===== src/rtl/acia_pkg.sv =====
// Shared ACIA constants, FSM state encoding and bus-cycle helpers for the transmit queue.
package acia_pkg;

  typedef enum logic [2:0] {
    CFG_RST,
    CFG_CTRL,
    IDLE,
    POLL,
    WAIT,
    SEND
  } acia_state_t;

  localparam logic [7:0]  ACIA_MASTER_RESET = 8'h03;
  localparam int unsigned ACIA_TXE_BIT      = 1;
  localparam logic        ACIA_RS_CTRL      = 1'b0;
  localparam logic        ACIA_RS_DATA      = 1'b1;

  typedef struct packed {
    logic       cs;
    logic       we;
    logic       rs;
    logic [7:0] din;
  } acia_bus_t;

  function automatic acia_bus_t acia_write(input logic rs, input logic [7:0] data);
    acia_bus_t b;
    b.cs  = 1'b1;
    b.we  = 1'b1;
    b.rs  = rs;
    b.din = data;
    return b;
  endfunction

  function automatic acia_bus_t acia_status_read();
    acia_bus_t b;
    b.cs  = 1'b1;
    b.we  = 1'b0;
    b.rs  = ACIA_RS_CTRL;
    b.din = 8'h00;
    return b;
  endfunction

endpackage


===== src/rtl/byte_fifo.sv =====
// DEPTH x 8 circular byte buffer with synchronous flush; level tracks occupancy on the push/pop edge.
module byte_fifo #(
  parameter int unsigned DEPTH = 16
) (
  input  logic                     clk,
  input  logic                     rst,
  input  logic                     push,
  input  logic [7:0]               wr_data,
  input  logic                     pop,
  input  logic                     flush,
  output logic [7:0]               head,
  output logic [$clog2(DEPTH):0]   level,
  output logic                     full,
  output logic                     empty
);

  localparam int unsigned AW = $clog2(DEPTH);
  localparam int unsigned LW = AW + 1;

  logic [7:0]    mem_q [DEPTH];
  logic [AW-1:0] wr_ptr_q, wr_ptr_d;
  logic [AW-1:0] rd_ptr_q, rd_ptr_d;
  logic [LW-1:0] level_q, level_d;
  logic          push_ok, pop_ok;

  assign full    = (level_q == LW'(DEPTH));
  assign empty   = (level_q == '0);
  assign level   = level_q;
  assign head    = mem_q[rd_ptr_q];
  assign push_ok = push & ~full & ~flush;
  assign pop_ok  = pop & ~empty;

  // DEPTH is a power of two, so pointer increments wrap modulo DEPTH naturally.
  always_comb begin
    wr_ptr_d = wr_ptr_q;
    rd_ptr_d = rd_ptr_q;
    level_d  = level_q;
    if (flush) begin
      wr_ptr_d = '0;
      rd_ptr_d = '0;
      level_d  = '0;
    end else begin
      if (push_ok) wr_ptr_d = wr_ptr_q + AW'(1);
      if (pop_ok)  rd_ptr_d = rd_ptr_q + AW'(1);
      case ({push_ok, pop_ok})
        2'b10:   level_d = level_q + LW'(1);
        2'b01:   level_d = level_q - LW'(1);
        default: level_d = level_q;
      endcase
    end
  end

  always_ff @(posedge clk or posedge rst) begin
    if (rst) begin
      wr_ptr_q <= '0;
      rd_ptr_q <= '0;
      level_q  <= '0;
    end else begin
      wr_ptr_q <= wr_ptr_d;
      rd_ptr_q <= rd_ptr_d;
      level_q  <= level_d;
    end
  end

  always_ff @(posedge clk) begin
    if (push_ok) mem_q[wr_ptr_q] <= wr_data;
  end

endmodule


===== src/rtl/acia_tx_queue.sv =====
// Byte transmit queue feeding a 6850-style ACIA: configures it after reset, then polls TX-empty before each data write.
module acia_tx_queue
  import acia_pkg::*;
#(
  parameter int unsigned DEPTH     = 16,
  parameter logic [7:0]  CTRL_WORD = 8'h00
) (
  input  logic                     clk,
  input  logic                     rst,
  input  logic [7:0]               wr_data,
  input  logic                     wr_valid,
  output logic                     wr_ready,
  input  logic                     flush,
  output logic [$clog2(DEPTH):0]   level,
  output logic                     busy,
  output logic                     acia_cs,
  output logic                     acia_we,
  output logic                     acia_rs,
  output logic [7:0]               acia_din,
  input  logic [7:0]               acia_dout
);

  acia_state_t state_q, state_d;
  acia_bus_t   bus_q, bus_d;
  logic        run_q, run_d;
  logic        push, pop, full, empty;
  logic [7:0]  head;
  logic        unused_dout;

  assign unused_dout = ^{acia_dout[7:ACIA_TXE_BIT+1], acia_dout[ACIA_TXE_BIT-1:0]};

  assign wr_ready = run_q & ~full & ~flush;
  assign push     = wr_valid & wr_ready;
  assign busy     = ~empty | (state_q != IDLE);

  assign acia_cs  = bus_q.cs;
  assign acia_we  = bus_q.we;
  assign acia_rs  = bus_q.rs;
  assign acia_din = bus_q.din;

  byte_fifo #(.DEPTH(DEPTH)) u_fifo (
    .clk     (clk),
    .rst     (rst),
    .push    (push),
    .wr_data (wr_data),
    .pop     (pop),
    .flush   (flush),
    .head    (head),
    .level   (level),
    .full    (full),
    .empty   (empty)
  );

  // Bus strobes are registered from the next state so each strobe lines up with its state;
  // run_q holds CFG_RST for the release cycle so the master-reset write is still emitted.
  always_comb begin
    state_d = state_q;
    run_d   = 1'b1;
    bus_d   = '0;
    case (state_q)
      CFG_RST:  if (run_q) state_d = CFG_CTRL;
      CFG_CTRL: state_d = IDLE;
      IDLE:     if (!empty) state_d = POLL;
      POLL:     state_d = WAIT;
      WAIT: begin
        if (empty)                          state_d = IDLE;
        else if (acia_dout[ACIA_TXE_BIT])   state_d = SEND;
        else                                state_d = POLL;
      end
      SEND:     state_d = IDLE;
      default:  state_d = CFG_RST;
    endcase

    pop = (state_q == WAIT) && (state_d == SEND);

    case (state_d)
      CFG_RST:  bus_d = acia_write(ACIA_RS_CTRL, ACIA_MASTER_RESET);
      CFG_CTRL: bus_d = acia_write(ACIA_RS_CTRL, CTRL_WORD);
      POLL:     bus_d = acia_status_read();
      SEND:     bus_d = acia_write(ACIA_RS_DATA, head);
      default:  bus_d = '0;
    endcase
  end

  always_ff @(posedge clk or posedge rst) begin
    if (rst) begin
      state_q <= CFG_RST;
      run_q   <= 1'b0;
      bus_q   <= '0;
    end else begin
      state_q <= state_d;
      run_q   <= run_d;
      bus_q   <= bus_d;
    end
  end

endmodule


===== config.mk =====
export PLATFORM = sky130hd
export DESIGN_NAME = acia_tx_queue
export DESIGN_NICKNAME = d
export VERILOG_FILES = /design/src/rtl/acia_pkg.sv /design/src/rtl/byte_fifo.sv /design/src/rtl/acia_tx_queue.sv
export SDC_FILE = /design/constraint.sdc
export NUM_CORES = 1
export LEC_CHECK = 0
export ABC_AREA = 1
export BUFFER_PORTS_ARGS = -buffer_cell sky130_fd_sc_hd__buf_4
export CAP_MARGIN = 15
export CORE_UTILIZATION = 35
export CTS_CLUSTER_DIAMETER = 100
export DETAILED_ROUTE_END_ITERATION = 6
export GPL_TIMING_DRIVEN = 0
export PLACE_DENSITY = 0.58
export REMOVE_ABC_BUFFERS = 1
export SYNTH_ARGS = -nofsm -noshare
export SYNTH_HDL_FRONTEND = slang
export SYNTH_SLANG_ARGS = --single-unit

===== constraint.sdc =====
create_clock -name clk -period 2.8 [get_ports clk]
set_input_delay 0.28 -clock clk [delete_from_list [all_inputs] [get_ports clk]]
set_output_delay 0.28 -clock clk [all_outputs]
set_load 0.02 [all_outputs]

== Word-level counts from Yosys, hierarchy flattened ==
Memories as Yosys holds them, arrays and structs flattened.
Index checks and enable logic that the tools add are counted.
Word-level totals
  register bits: 28
  bits in writable memories: 128
  memories kept: 1
  word-level logic and storage cells: 58
  input bits: 20
Operators by class
  muxes and demuxes: 14
  add/subtract/negate cells: 4
  bitwise operators: 10
  reductions and logical operators: 8
  eq/ne operators: 12
Memory list
  u_fifo.mem_q: depth 16, bits a word 8, read ports 1, clocked after Yosys merged registers in 0, wr ports 1, line byte_fifo.sv:20  | logic [7:0] mem_q [DEPTH];
Operators by type and width (number)
  $pmux W11 S4: 1
  $mux W4: 4
  $pmux W3 S5: 1
  $mux W3: 4
  $pmux W5 S2: 1
  $eq A3 B2 Y1 const B: 3
  $eq A3 B3 Y1 const B: 3
  $add A4 B1 Y4 const B: 2
  $and A1 B1 Y1: 6
  $eq A3 B1 Y1 const B: 2
  $logic_not A3 Y1: 2
  $add A5 B1 Y5 const B: 1
  $eq A5 B5 Y1 const B: 1
  $logic_not A5 Y1: 1
  $mux W5: 1
  $sub A5 B1 Y5 const B: 1
  $reduce_bool A2 Y1: 2
  $ne A3 B2 Y1 const B: 1
  $not A1 Y1: 3
  $reduce_bool A3 Y1: 1
  $eq A2 B1 Y1 const B: 1
  $eq A2 B2 Y1 const B: 1
  $mux W1: 2
  $reduce_or A2 Y1: 1
  other kinds (2): 2

== Depth between registers and ports, before layout ==
  depth in word-level cells: 10
  gate-level depth with buffers: 16

== Cells and area by module ==
From an unflattened synthesis, not the netlist that was laid out.
Unflattened totals
  cell total of the unflattened synthesis: 569
  area, all modules: 6636.4 sq um
By module, submodules not included
  byte_fifo: area an instance 5997.0 sq um, times used 1, cells each 498
  acia_tx_queue: area an instance 639.4 sq um, times used 1, cells each 71

== Worst setup path after synthesis ==
No wires, ideal clock.
  path kind: register to register
  start: register u_fifo.level_q[0] (netlist: u_fifo.level[0])
  end: memory u_fifo.mem_q[11][0], enable pin
  data required time: 2.430 ns
  slack: 0.882 ns
  setup time: 0.370 ns
  path buffers: 0
  arrival: 1.548 ns
  cell stages (with the launch flop): 7
  cells stage by stage: dfrtp_1 > nor2_1 > nand3_1 > nand3_2 > inv_1 > nand2_1 > nor2_1
On the way
  cells in the longest elaborated chain, start to end: 9
RTL lines
  from (decl): line byte_fifo.sv:23  | logic [LW-1:0] level_q, level_d;
  from (signal assigned): line byte_fifo.sv:61  | level_q <= level_d;
  $eq A5 B5 Y1 *: line byte_fifo.sv:26  | assign full = (level_q == LW'(DEPTH));
  $not A1 Y1 *: line byte_fifo.sv:30, acia_tx_queue.sv:32
  $and A1 B1 Y1 (2 in a row): line acia_tx_queue.sv:32  | assign wr_ready = run_q & ~full & ~flush;
  $and A1 B1 Y1: line acia_tx_queue.sv:33  | assign push = wr_valid & wr_ready;
  $and A1 B1 Y1 * (2 in a row): line byte_fifo.sv:30  | assign push_ok = push & ~full & ~flush;
  $mux W1 *: line byte_fifo.sv:66  | if (push_ok) mem_q[wr_ptr_q] <= wr_data;
  $mux W1 (implied by the code) *: line byte_fifo.sv:66
  to (decl): line byte_fifo.sv:20
Every way passes the cells marked *; elsewhere a longest branch is shown, timed or not.

== Final worst setup path ==
  start: register u_fifo.level_q[0] (netlist: u_fifo.level[0])
  end: memory u_fifo.mem_q[0][4], enable pin
Same word-level chain as after synthesis.

==> flow_summary_export.csv <==
group,metric,value,unit
run_status,status,"finished with violations",
run_status,violations,"negative hold slack",
critical_path,worstPathArrival,2.46,ns
yosys,synthArstFlopShare,17.9,%
yosys,synth_seq_cells,156,
sta,finalHoldViolCount,6,
grt,gr-usage-all-layers,16.2,%
yosys,syn-cell-area,6420,sq um
cells_and_area,fin_nets,598,
sta,fin_skew,0.00755,ns
die,die_w,137,um
grt,use_met1,21.0,%
grt,grt_max_degree,67,
power,p_per_area,729,nW/um^2
critical_path,cp_max_fo,8,
die,pin_count,38,
die,start_util,35.8,%
power,comb_power_share,11.5,%
critical_path,critPathMaxStageDelay,0.80,ns
sta,fin_hold_ws,-0.00794,ns
die,rows,49,
die,die_y,137,um
critical_path,start_kind,"flop",
power,power.share.switching,25.6,%
sta,maxSlewViolCount,0,
clocking,cts.sinks,156,
detailed_routing,firstDrtPassIters,5,
power,peakVddDrop,0.000459,V
critical_path,critPathCaptureType,"flop",
yosys,yosysSeqAreaShare,70.8,%
sta,relSlewSlack,31.8,%
sta,finalCritPeriodShare,86.3,%
critical_path,path_cells,"nor2_1 > nand3_1 > nand3_2 > inv_1 > nand2_1 > nor2_1",
yosys,synth_ff_type,"edfxtp_1",
grt,grt_use_met2,26.3,%
grt,antenna_found_initial,0,
grt,grt_use_met3,3.94,%
detailed_routing,route.detailed.wl_per_inst,17.3,um
detailed_routing,vias,4135,
placed_design,finalWeightedCongestion,0.740,
yosys,yosysTopAreaCell,"edfxtp_1",
critical_path,cp_slowest_cell,"nor2_1",
power,p_int,4030,uW
power,power.switching,1390,uW
detailed_routing,drt_iter0_drc,451,
clocking,clkTransAtPathRegs,0.06,ns
yosys,yosys-top-cells-area,"edfxtp_1 60%, dfrtp_1 11%, nand2_1 6.7%, nand3_1 4.3%, nor2_1 3.2%",
yosys,syn_avg_cell_area,11.8,sq um
yosys,yosysWarnings,0,
cells_and_area,diodes,0,
grt,grt_pass1_vias,3962,
clocking,cts-buffers-inserted,17,
sta,setup_violations,0,
sta,fmax,414,MHz
critical_path,cp_common_cell,"nor2_1",
clocking,root_buffer,"clkbuf_16",
yosys,netlist_instances,542,
job,maxCapViolCount,0,
die,core_region_area,18000,sq um
grt,overflow,0,
placed_design,dpl.hpwl,8640,um
yosys,synth_top_cell_area_share,59.8,%
clocking,htreeDepth,4,
power,p_seq_share,49.1,%
power,clock_power_share,39.4,%
yosys,synth_edf_count,128,
detailed_routing,viasPerCell,5.09,
detailed_routing,postRouteAntennaNets,0,
grt,grt_pass1_wl,22000,um
min_path,holdCritPathClass,"input pin to async pin",
placed_design,port_buffers,30,
critical_path,crit_type,"flop to flop",
cells_and_area,drive_above_1_share,14.6,%
grt,grt-busiest-layer,"met2",
detailed_routing,wirelength,14100,um
power,p_leak,0.00281,uW
clocking,cts_tree,"yes",
placed_design,dp_slack,0.154,ns
sta,fin_crit,2.42,ns
sta,worst_slack,0.384,ns
clocking,cts_hold_buffers,0,
sta,rsz0062_at_grt,"no",
clocking,cts_buffer_depth,2,
cells_and_area,fin_util,41.4,%
yosys,yosysUniqueCellTypes,35,
die,dieArea,18900,sq um
detailed_routing,drc,0,
clocking,clkLatencyLatePin,0.43,ns
critical_path,required,2.84,ns
cells_and_area,syn2layout_area_growth,15.8,%
sta,max_slew.worst_pin.slew,1.02,ns
[sequential cells by signal, summed over array words and instances, names as in the netlist]
signal and flops:
u_fifo.wr_ptr_q 4, acia_rs 1, state_q 3, u_fifo.rd_ptr_q 4, acia_we 1, run_q 1
u_fifo.level 5, acia_cs 1, acia_din 8, u_fifo.mem_q 128
[cell usage after synthesis (2+ instances only)]
cell       count
edfxtp_1     128
nand2_1      114
nand3_1       55
nor2_1        54
o21ai_0       32
dfrtp_1       28
inv_1         22
buf_2         14
o21ai_1       14
inv_2          8
a21oi_1        7
a31oi_1        7
ha_1           7
o221ai_1       7
clkbuf_1       6
nand2_4        4
nor2_2         4
o2111ai_1      4
o22ai_1        4
buf_1          3
o21a_1         3
a32o_1         2
nand3_2        2
nand4_1        2
[final cells by class]
class	count	area, sq um
multi-input combinational	332	1660
inverter	31	119
clock inverter	13	119
sequential	156	4550
tap	229	287
clock buffer	19	433
fill	1660	10500
timing repair buffer	33	280
[power by group through the flow]
stage | combinational (uW) | sequential, uW | clock, uW
after global routing | 690 | 2670 | 2260
after detailed placement | 622 | 2710 | 0
after CTS | 623 | 2660 | 2180
final | 626 | 2660 | 2130
after floorplan | 332 | 2760 | 0
after global placement | 581 | 2710 | 0
[what timing repair did]
item                                   CTS  global route
buffers inserted                         0             0
endpoints found under the hold margin    0             0
setup endpoints to repair                0             1
gates resized for setup                  0             1
[worst max-delay path, delay by kind of cell (launching register included)]
family	cells	cell delay (ns)
buf+inv	1	0.20
flops	1	0.45
simple gates	5	1.38
[stage by stage]
stage / setup TNS (ns) / instance area (sq um) / power, uW / instances
after floorplan: 0 / 6320 / 3090 / 519
after global placement: -10.22 / 6830 / 3290 / 778
after detailed placement: 0 / 6870 / 3330 / 780
after CTS: 0 / 7420 / 5460 / 812
after global routing: 0 / 7440 / 5620 / 813
final: 0 / 7440 / 5420 / 813
[layout by cell type (no fill, tap or decap), types with 5 or more instances in the layout]
cell type,netlist,layout
a31oi_1,7,7
o21ai_1,14,14
inv_1,22,22
ha_1,7,7
nor2_1,54,54
a21oi_1,7,7
buf_4,0,30
clkinv_4,0,5
edfxtp_1,128,128
dfrtp_1,28,26
nand3_1,55,55
inv_2,8,8
o21ai_0,32,32
nand2_1,114,114
clkbuf_16,0,17
o221ai_1,7,7
[path summary, 6_finish.rpt]
kind,endpoint,from,cells after the start,slack [ns]
setup / recovery,u_fifo.mem_q[0][4],u_fifo.level[0],6,0.38
hold / removal,acia_we,rst,2,-0.008
setup reg to reg,u_fifo.mem_q[0][4],u_fifo.level[0],6,0.38
hold reg to reg,state_q[0],run_q,2,0.55
max in group asynchronous,u_fifo.rd_ptr_q[0],rst,3,2.24
min in group clk,u_fifo.rd_ptr_q[2],flush,3,0.14
[layer usage]
| layer | routed length [um] | vias to the layer above |
|---|---|---|
| met4 | 192 | 0 |
| li1 | - | 1979 |
| met5 | 0 | - |
| met2 | 7020 | 102 |
| met1 | 6210 | 2037 |
| met3 | 638 | 17 |
[cells by family (layout without fill, tap and decap cells)]
| logic type | count (synthesis) | count (layout) | share of synthesized area (%) |
|---|---|---|---|
| flops | 156 | 156 | 70.8 |
| xor+xnor | 1 | 1 | 0.136 |
| other cells | 1 | 1 | 0.0584 |
| fa+ha+maj | 7 | 7 | 1.36 |
| simple gates | 240 | 240 | 16.4 |
| compound gates | 83 | 83 | 7.77 |
| buf+inv | 54 | 96 | 3.47 |
(Power assumes the default switching activity.)
